`config.mk`:
```
export PLATFORM = sky130hd
export DESIGN_NAME = board_win_scanner_flat
export DESIGN_NICKNAME = d
export VERILOG_FILES = /design/src/rtl/c4_pkg.sv /design/src/rtl/board_win_scanner_if.sv /design/src/rtl/window_check.sv /design/src/rtl/board_win_scanner.sv /design/src/flat_wrapper.sv
export SDC_FILE = /design/constraint.sdc
export NUM_CORES = 1
export LEC_CHECK = 0
export ABC_AREA = 1
export ABC_CLOCK_PERIOD_IN_PS = 4250
export CORE_MARGIN = 10
export CORE_UTILIZATION = 46
export CTS_BUF_LIST = sky130_fd_sc_hd__clkbuf_16
export DETAILED_ROUTE_END_ITERATION = 6
export HOLD_SLACK_MARGIN = 0.08
export PLACE_DENSITY = 0.68
export RECOVER_POWER = 100
export SLEW_MARGIN = 10
export SYNTH_ARGS = -nofsm -noshare
export SYNTH_HDL_FRONTEND = slang
export SYNTH_SLANG_ARGS = --single-unit
```
`constraint.sdc`:
```
create_clock -name clk -period 4.25 [get_ports clk]
set_clock_uncertainty 0.05 [all_clocks]
set_input_delay 0.85 -clock clk [delete_from_list [all_inputs] [get_ports clk]]
set_output_delay 0.85 -clock clk [all_outputs]
set_load 0.05 [all_outputs]
```
`src/rtl/c4_pkg.sv`:
```
// Shared Connect-Four constants and types for the board store and its readers.
package c4_pkg;

  localparam int unsigned NUM_COLS  = 7;
  localparam int unsigned ROWS      = 6;
  localparam int unsigned CONNECT   = 4;
  localparam int unsigned NUM_DIRS  = 4;
  localparam int unsigned COL_BITS  = 2 * ROWS;
  localparam int unsigned NUM_STEPS = NUM_COLS * ROWS * NUM_DIRS;
  localparam int unsigned IDX_W     = $clog2(NUM_STEPS);
  localparam int unsigned ANCH_W    = IDX_W - 2;
  localparam int unsigned COL_W     = $clog2(NUM_COLS);
  localparam int unsigned ROW_W     = $clog2(ROWS);
  // Wide enough for an anchor plus the longest window offset.
  localparam int unsigned POS_W     = 4;

  localparam logic [1:0] CELL_EMPTY   = 2'b00;
  localparam logic [1:0] CELL_RED     = 2'b01;
  localparam logic [1:0] CELL_YELLOW  = 2'b10;
  localparam logic [1:0] CELL_ILLEGAL = 2'b11;

  localparam logic [1:0] WIN_NONE   = 2'b00;
  localparam logic [1:0] WIN_RED    = 2'b01;
  localparam logic [1:0] WIN_YELLOW = 2'b10;
  localparam logic [1:0] WIN_DRAW   = 2'b11;

  typedef enum logic [1:0] {DIR_H, DIR_V, DIR_DU, DIR_DD} dir_t;
  typedef enum logic {ST_IDLE, ST_SCAN} state_t;

  typedef logic [CONNECT-1:0][1:0] window_t;

endpackage

```
`src/rtl/board_win_scanner_if.sv`:
```
// Board columns in, scan result out, between board store and game control.
interface board_win_scanner_if;
  import c4_pkg::*;

  logic                change;
  logic [COL_BITS-1:0] col1;
  logic [COL_BITS-1:0] col2;
  logic [COL_BITS-1:0] col3;
  logic [COL_BITS-1:0] col4;
  logic [COL_BITS-1:0] col5;
  logic [COL_BITS-1:0] col6;
  logic [COL_BITS-1:0] col7;
  logic [1:0]          win;
  logic                busy;
  logic                done;

  modport master (
    output change, col1, col2, col3, col4, col5, col6, col7,
    input  win, busy, done
  );

  modport slave (
    input  change, col1, col2, col3, col4, col5, col6, col7,
    output win, busy, done
  );

endinterface

```
`src/rtl/window_check.sv`:
```
// Flags a window whose cells are all the same player colour.
module window_check
  import c4_pkg::*;
(
  input  window_t    cells,
  output logic       hit,
  output logic [1:0] colour
);

  always_comb begin
    hit    = (cells[0] == CELL_RED) || (cells[0] == CELL_YELLOW);
    colour = cells[0];
    for (int k = 1; k < int'(CONNECT); k++) begin
      if (cells[k] != cells[0]) hit = 1'b0;
    end
  end

endmodule

```
`src/rtl/board_win_scanner.sv`:
```
// Snapshots the board on change, then walks every anchor/direction window one per cycle.
module board_win_scanner
  import c4_pkg::*;
(
  input  logic              clk,
  input  logic              reset,
  board_win_scanner_if.slave bus
);

  state_t                             state, state_d;
  logic [IDX_W-1:0]                   idx, idx_d;
  logic                               found, found_d;
  logic [1:0]                         found_col, found_col_d;
  logic [1:0]                         win_q, win_d;
  logic                               busy_q, busy_d;
  logic                               done_q, done_d;
  logic [NUM_COLS-1:0][COL_BITS-1:0]  snap, snap_d;

  logic [ANCH_W-1:0] anchor;
  logic [COL_W-1:0]  anc_col;
  logic [ROW_W-1:0]  anc_row;
  dir_t              dir;
  logic              step_c, row_up, row_dn;
  window_t           cells;
  logic [CONNECT-1:0] on_k;
  logic              in_board;
  logic              hit;
  logic [1:0]        colour;
  logic              new_hit;
  logic [NUM_COLS*ROWS-1:0] occ;
  logic              board_full;

  // Column-major anchor order: idx/4 walks rows within a column first.
  assign anchor  = idx[IDX_W-1:2];
  assign dir     = dir_t'(idx[1:0]);
  assign anc_col = COL_W'(anchor / ANCH_W'(ROWS));
  assign anc_row = ROW_W'(anchor % ANCH_W'(ROWS));
  assign step_c  = (dir != DIR_V);
  assign row_up  = (dir == DIR_V) || (dir == DIR_DU);
  assign row_dn  = (dir == DIR_DD);

  for (genvar k = 0; k < CONNECT; k++) begin : g_win
    logic [POS_W-1:0] cpos;
    logic [POS_W-1:0] rpos;
    logic             on;

    always_comb begin
      cpos = POS_W'(anc_col) + (step_c ? POS_W'(k) : POS_W'(0));
      rpos = POS_W'(anc_row);
      on   = 1'b1;
      if (row_up) begin
        rpos = POS_W'(anc_row) + POS_W'(k);
      end else if (row_dn) begin
        on   = (POS_W'(k) <= POS_W'(anc_row));
        rpos = POS_W'(anc_row) - POS_W'(k);
      end
      if ((cpos >= POS_W'(NUM_COLS)) || (rpos >= POS_W'(ROWS))) on = 1'b0;
    end

    assign on_k[k]  = on;
    assign cells[k] = on ? snap[cpos[COL_W-1:0]][{rpos[ROW_W-1:0], 1'b0} +: 2] : CELL_EMPTY;
  end

  assign in_board = &on_k;

  window_check u_window_check (
    .cells  (cells),
    .hit    (hit),
    .colour (colour)
  );

  for (genvar c = 0; c < NUM_COLS; c++) begin : g_occ_c
    for (genvar r = 0; r < ROWS; r++) begin : g_occ_r
      assign occ[c*ROWS + r] = |snap[c][2*r +: 2];
    end
  end

  assign board_full = &occ;
  assign new_hit    = (state == ST_SCAN) && in_board && hit && !found;

  // Next-state and datapath update.
  always_comb begin
    state_d     = state;
    idx_d       = idx;
    found_d     = found;
    found_col_d = found_col;
    win_d       = win_q;
    busy_d      = busy_q;
    done_d      = 1'b0;
    snap_d      = snap;

    case (state)
      ST_IDLE: begin
        if (bus.change) begin
          snap_d      = {bus.col7, bus.col6, bus.col5, bus.col4, bus.col3, bus.col2, bus.col1};
          idx_d       = '0;
          found_d     = 1'b0;
          found_col_d = CELL_EMPTY;
          busy_d      = 1'b1;
          state_d     = ST_SCAN;
        end
      end
      ST_SCAN: begin
        if (new_hit) begin
          found_d     = 1'b1;
          found_col_d = colour;
        end
        if (idx == IDX_W'(NUM_STEPS - 1)) begin
          if (found_d)         win_d = found_col_d;
          else if (board_full) win_d = WIN_DRAW;
          else                 win_d = WIN_NONE;
          done_d  = 1'b1;
          busy_d  = 1'b0;
          state_d = ST_IDLE;
        end else begin
          idx_d = idx + IDX_W'(1);
        end
      end
      default: state_d = ST_IDLE;
    endcase
  end

  always_ff @(posedge clk or posedge reset) begin
    if (reset) begin
      state     <= ST_IDLE;
      idx       <= '0;
      found     <= 1'b0;
      found_col <= CELL_EMPTY;
      win_q     <= WIN_NONE;
      busy_q    <= 1'b0;
      done_q    <= 1'b0;
      snap      <= '0;
    end else begin
      state     <= state_d;
      idx       <= idx_d;
      found     <= found_d;
      found_col <= found_col_d;
      win_q     <= win_d;
      busy_q    <= busy_d;
      done_q    <= done_d;
      snap      <= snap_d;
    end
  end

  assign bus.win  = win_q;
  assign bus.busy = busy_q;
  assign bus.done = done_q;

endmodule

```
`src/flat_wrapper.sv`:
```
// flat-port wrapper written by rule: the top's interface ports become plain ports
module board_win_scanner_flat import c4_pkg::*;
  (clk, reset, bus_change, bus_col1, bus_col2, bus_col3, bus_col4, bus_col5, bus_col6, bus_col7, bus_win, bus_busy, bus_done);
  board_win_scanner_if bus_i ();
  input  logic clk;
  input  logic reset;
  input wire logic [$bits(bus_i.change)-1:0] bus_change;
  input wire logic [$bits(bus_i.col1)-1:0] bus_col1;
  input wire logic [$bits(bus_i.col2)-1:0] bus_col2;
  input wire logic [$bits(bus_i.col3)-1:0] bus_col3;
  input wire logic [$bits(bus_i.col4)-1:0] bus_col4;
  input wire logic [$bits(bus_i.col5)-1:0] bus_col5;
  input wire logic [$bits(bus_i.col6)-1:0] bus_col6;
  input wire logic [$bits(bus_i.col7)-1:0] bus_col7;
  output wire logic [$bits(bus_i.win)-1:0] bus_win;
  output wire logic [$bits(bus_i.busy)-1:0] bus_busy;
  output wire logic [$bits(bus_i.done)-1:0] bus_done;
  assign bus_i.change = bus_change;
  assign bus_i.col1 = bus_col1;
  assign bus_i.col2 = bus_col2;
  assign bus_i.col3 = bus_col3;
  assign bus_i.col4 = bus_col4;
  assign bus_i.col5 = bus_col5;
  assign bus_i.col6 = bus_col6;
  assign bus_i.col7 = bus_col7;
  assign bus_win = bus_i.win;
  assign bus_busy = bus_i.busy;
  assign bus_done = bus_i.done;
  board_win_scanner u_core (.clk(clk), .reset(reset), .bus(bus_i));
endmodule
```
# Word level (Yosys, flattened, before mapping)
# Cells that the tools add are included.
totals:
  word_cells: 171
  inputBits: 87
  register_bits: 100
  output_inout_bits: 4
classes:
  eq_ne: 13
  div: 2
  n_shift: 4
  reduce_logical: 58
  n_bitwise: 1
  order_cmp: 15
  mux: 54
  add_sub_neg: 10
op_table:
  columns: ["cell", "count"]
  rows:
  - ["$bmux 12 s3", 4]
  - ["$reduce_or 2->1", 42]
  - ["$mux 12", 4]
  - ["$shiftx 12x5->2", 4]
  - ["$reduce_and 42->1", 1]
  - ["$ge 4x3->1 const B", 6]
  - ["$mux 4", 6]
  - ["$mux 1", 23]
  - ["$mux 2", 10]
  - ["$lt 3x4->1 const B", 4]
  - ["$mux 8", 2]
  - ["$pmux 8 s2", 1]
  - ["$add 3x4->4", 3]
  - ["$add 3x2->4 const B", 2]
  - ["$add 8x1->8 const B", 1]
  - ["$eq 8x8->1 const B", 1]
  - ["$reduce_and 2->1", 4]
  - ["$sub 3x2->4 const B", 2]
  - ["$div 6x3->6 const B", 1]
  - ["$eq 2x2->1 const B", 3]
  - ["$ge 3x3->1 const B", 2]
  - ["$le 2x3->1 const A", 2]
  - ["$logic_or 1x1->1", 6]
  - ["$mod 6x3->6 const B", 1]
  - ["other kinds (13)", 22]

# Depth between registers and ports, before layout
logic_depth:
  ltp_word: 17
  depth_mapped: 32
  depth_no_buf: 30

# Modules after synthesis
# From an unflattened synthesis, not the netlist that was laid out.
unflattened:
  cells_unflattened: 1156
  area_unflattened_um2: 7435.9
by_module_without_submodules:
  columns: ["mod", "instances", "cells_each", "area_each_um2"]
  rows:
  - ["board_win_scanner", 1, 1131, 7334.5]
  - ["window_check", 1, 25, 101.3]

# Least setup slack after synthesis
# No wires, ideal clock.
synth_timing:
  path_type: "register -> register"
  startpoint: "reg u_core.idx[5]"
  endpoint: "reg u_core.win_q[0], in the netlist u_core.bus.win[0]"
  arrival_time_ns: 3.699
  setup_slack_ns: 0.423
  required_ns: 4.123
  stages_incl_launch_ff: 27
  path_buffers: 5
  synth_period_minus_slack_ns: 3.827
  setup_ns: 0.077
  cell_sequence: "dfrtp_1 buf_2 inv_1 nand3_1 nand2_2 nand2_2 nand2_2 nand2_2 buf_6 buf_6 ha_1 fa_1 clkbuf_1 inv_1 clkbuf_1 nor2_1 a211oi_1 o22ai_1 o211ai_1 nand2_1 nand3_1 nand3_2 nor2_4 nand2_1 nand2_1 nand3_1 a21oi_1"
synth_via:
  elab_chain_len: 17
  elab_cells_between_ends: 77
  classes_between: "add/sub (9); div (2); order compare (11); eq/ne (6); shift (4); mux (35); reduce/logical (10)"
synth_rtl:
  columns: ["item", "line", "source"]
  rows:
  - ["start: declaration", "board_win_scanner.sv:11", "logic [IDX_W-1:0] idx, idx_d;"]
  - ["start signal: assignment", "board_win_scanner.sv:135", "idx <= idx_d;"]
  - ["branches (longest 17 deep; another with $div 6x3->6)", null, null]
  - ["end signal: assignment", "board_win_scanner.sv:138", "win_q <= win_d;"]
  - ["end: declaration", "board_win_scanner.sv:14", "logic [1:0] win_q, win_d;"]
# Parallel ways; which one is timed is not known. The select of a mux whose other input is x is not followed.
# A chain may end at the register's enable or synchronous reset.

# Final worst setup path
layout_timing:
  startpoint: "reg u_core.idx[6]"
  endpoint: "reg u_core.win_q[1], in the netlist u_core.bus.win[1]"
# The elaborated chain is that of the path after synthesis.

==> summary.md <==
| Metric | Value |
|---|---|
| Outcome | complete, but fails checks |
| Failing checks | max-capacitance violations, max-slew violations |
| Area of the core | 16500 sq um |
| Die area | 22400 sq um |
| Via/cell ratio | 5.75 |
| Critical path class | register to register |
| Largest net degree at the start of global routing | 93 |
| Placer congestion estimate | 1.02 |
| Port Buffers | 90 |
| Syn Nets | 1313 |
| #FFs+latches synth | 100 |
| Post-DR wirelength/cell | 20.2 microns |
| Hold crit path type | register to register |
| Yosys warns | 0 |
| Post-route setup TNS | 0 ps |
| Synth Instances | 1210 |
| Min Hold Slack | 450 ps |
| Post-synthesis sequential area ratio | 32.4% |
| Avg Cell Area, Syn | 6.39 sq um |
| Final setup fails | 0 |
| Skew-Pair Late Insertion Delay | 370 ps |
| CP startpoint kind | register |
| CP max FO | 14 |
| Nets@finish | 1375 |
| Postcts setup bufs | 0 |
| Total GRT Usage | 27.2% |
| Antenna Nets Post-Route | 0 |
| Final Hold Vio Count | 0 |
| CP Capture Type | register |
| First-pass GRT wire length | 46.9 mm |
| DRT iter0 DRCs | 925 |
| Vias in the first global route | 8128 |
| Fillcell total | 1686 |
| Die H | 150 microns |
| Clk sinks | 100 |
| Starting Density | 46.8% |
| Std-Cell Rows | 47 |
| Commonest cells after routing, fill and taps aside | nand2_1 (414), nand3_1 (151), o21ai_0 (123) |
| Required time worst endpoint | 4480 ps |
| Layout Utilization | 55.4% |
| Crit path DAT | 4100 ps |
| Root buffer cell | clkbuf_16 |
| # diodes | 0 |
| Slew @ Worst Pin | 1940 ps |
| Drt total wl | 30.2 mm |
| Crit path largest cell delay | 430 ps |
| Fmax | 259 MHz |
| Die X | 150 microns |
| H-tree levels | 3 |
| Vias after detailed routing | 8601 |
| Number of detailed-route iterations in the first pass | 5 |
| CTS tree | yes |
| Clk buf depth | 2 |
| Tmin final | 3870 ps |
| Number of synthesized flops with an enable pin | 0 |
| Max-slew violation count | 69 |
| Gr ovfl total | 0 |
| DRC errors left | 0 |
| Slowest CP cell | dfrtp_1 |
| CTS Buf Count | 9 |
| IO Pins | 91 |
| Period utilization | 91.0% |
| Commonest non-fill, non-tap cell in the layout | nand2_1 |
| Max_cap viols | 1 |
| Relative slew margins | -29.5% |
| Detailed Place HPWL | 23.5 mm |
| Share of flip-flops with an asynchronous set or reset | 100% |
| Clock-pin slew on the worst setup and hold paths | 70 ps |
| Layout cells sized above 1 | 6.42% |
| Synth-to-layout area growth | 18.5% |
| # hold bufs at CTS | 0 |
| Initial antenna violation count | 0 |
| Synthesized cell area | 7730 sq um |
| Top FF cell, synth | dfrtp_1 |
| Post-synth cell types | 41 |
| Most common cell on crit path | nand2_1 |
-- per-stage QoR --
step                cell area, sq um  instances  worst slack, ps
floorplan                       7730       1210              423
global placement                8840       1481              421
detailed placement              8840       1481              364
CTS                             9130       1497              330
global route                    9160       1497            -11.4
finish                          9160       1497              383
-- critical path: cells and delay by family, from the launching register on --
kind	cells	cell delay, ps
simple gates	17	1820
flops	1	430
buf+inv	5	560
compound gates	4	450
fa+ha+maj	2	470
-- flip-flops by register name (all words and copies together) (netlist names) --
| register | flops |
|---|---|
| u_core.idx | 8 |
| u_core.state | 1 |
| u_core.bus.busy | 1 |
| u_core.bus.done | 1 |
| u_core.found | 1 |
| u_core.bus.win | 2 |
| u_core.found_col | 2 |
| u_core.snap | 84 |
-- layout make-up --
class	count	area (sq um)	share of cell area, %
well taps	220	275	3.01
multi-input cells	927	4510	49.3
clock buffers	9	225	2.46
inverters	111	424	4.63
clock inverters	7	66.3	0.724
repair buffers	123	1150	12.6
flip-flops and latches	100	2500	27.3
-- synthesized netlist by cell type, types with 4 or more instances --
cell type / instances / share of area, %
nor2_1: 63 / 3.1
o21ai_0: 125 / 8.1
inv_1: 99 / 4.8
nand3b_1: 9 / 0.87
o21ai_1: 10 / 0.65
nand4_1: 6 / 0.49
ha_1: 15 / 2.4
nand2_2: 9 / 0.73
o2111ai_1: 4 / 0.45
a21oi_1: 24 / 1.6
nor3_1: 5 / 0.32
clkbuf_1: 47 / 2.3
buf_1: 5 / 0.24
a211oi_1: 8 / 0.78
o22ai_1: 13 / 1.1
dfrtp_1: 100 / 32
inv_2: 9 / 0.44
o211ai_1: 39 / 3.8
nand3_1: 152 / 9.8
nand2_1: 414 / 20
buf_4: 4 / 0.39
buf_2: 11 / 0.71
buf_6: 5 / 0.73
-- what timing repair did --
item	4_1_cts	5_1_grt
endpoints found under the setup margin	0	5
endpoints found under the hold margin	0	0
gates resized for setup	0	12
-- final timing paths --
kind | start | endpoint | slack [ps] | depth (start not counted)
setup / recovery | u_core.idx[6]$_DFFE_PP0P_ | u_core.bus.win[1]$_DFFE_PP0P_ | 380 | 28
hold / removal | u_core.bus.busy$_DFFE_PP0P_ | u_core.bus.busy$_DFFE_PP0P_ | 450 | 2
setup reg to reg | u_core.idx[6]$_DFFE_PP0P_ | u_core.bus.win[1]$_DFFE_PP0P_ | 380 | 28
hold reg to reg | u_core.bus.busy$_DFFE_PP0P_ | u_core.bus.busy$_DFFE_PP0P_ | 450 | 2
max in group asynchronous | reset | u_core.found_col[0]$_DFFE_PP0P_ | 1480 | 3
min in group asynchronous | reset | u_core.snap[25]$_DFFE_PP0P_ | 1180 | 2
-- cells by family after synthesis --
kind of cell    Yosys count  synth area share [%]
simple gates            668                  36.4
flops                   100                  32.4
compound gates          240                  18.4
fa+ha+maj                16                  2.69
buf+inv                 183                  9.75
xor+xnor                  3                 0.437
-- routing by layer --
layer	share of wire [%]	vias to the layer above	track usage [%]
met5	0	-	0
li1	-	4134	-
met3	8.4	61	5.56
met2	45	392	41.9
met4	3.7	0	10.7
met1	43	4014	36.7
Power is left out: the tool's default activity adds up to more than one toggle a clock period on the data nets, which glitch-free logic cannot reach.
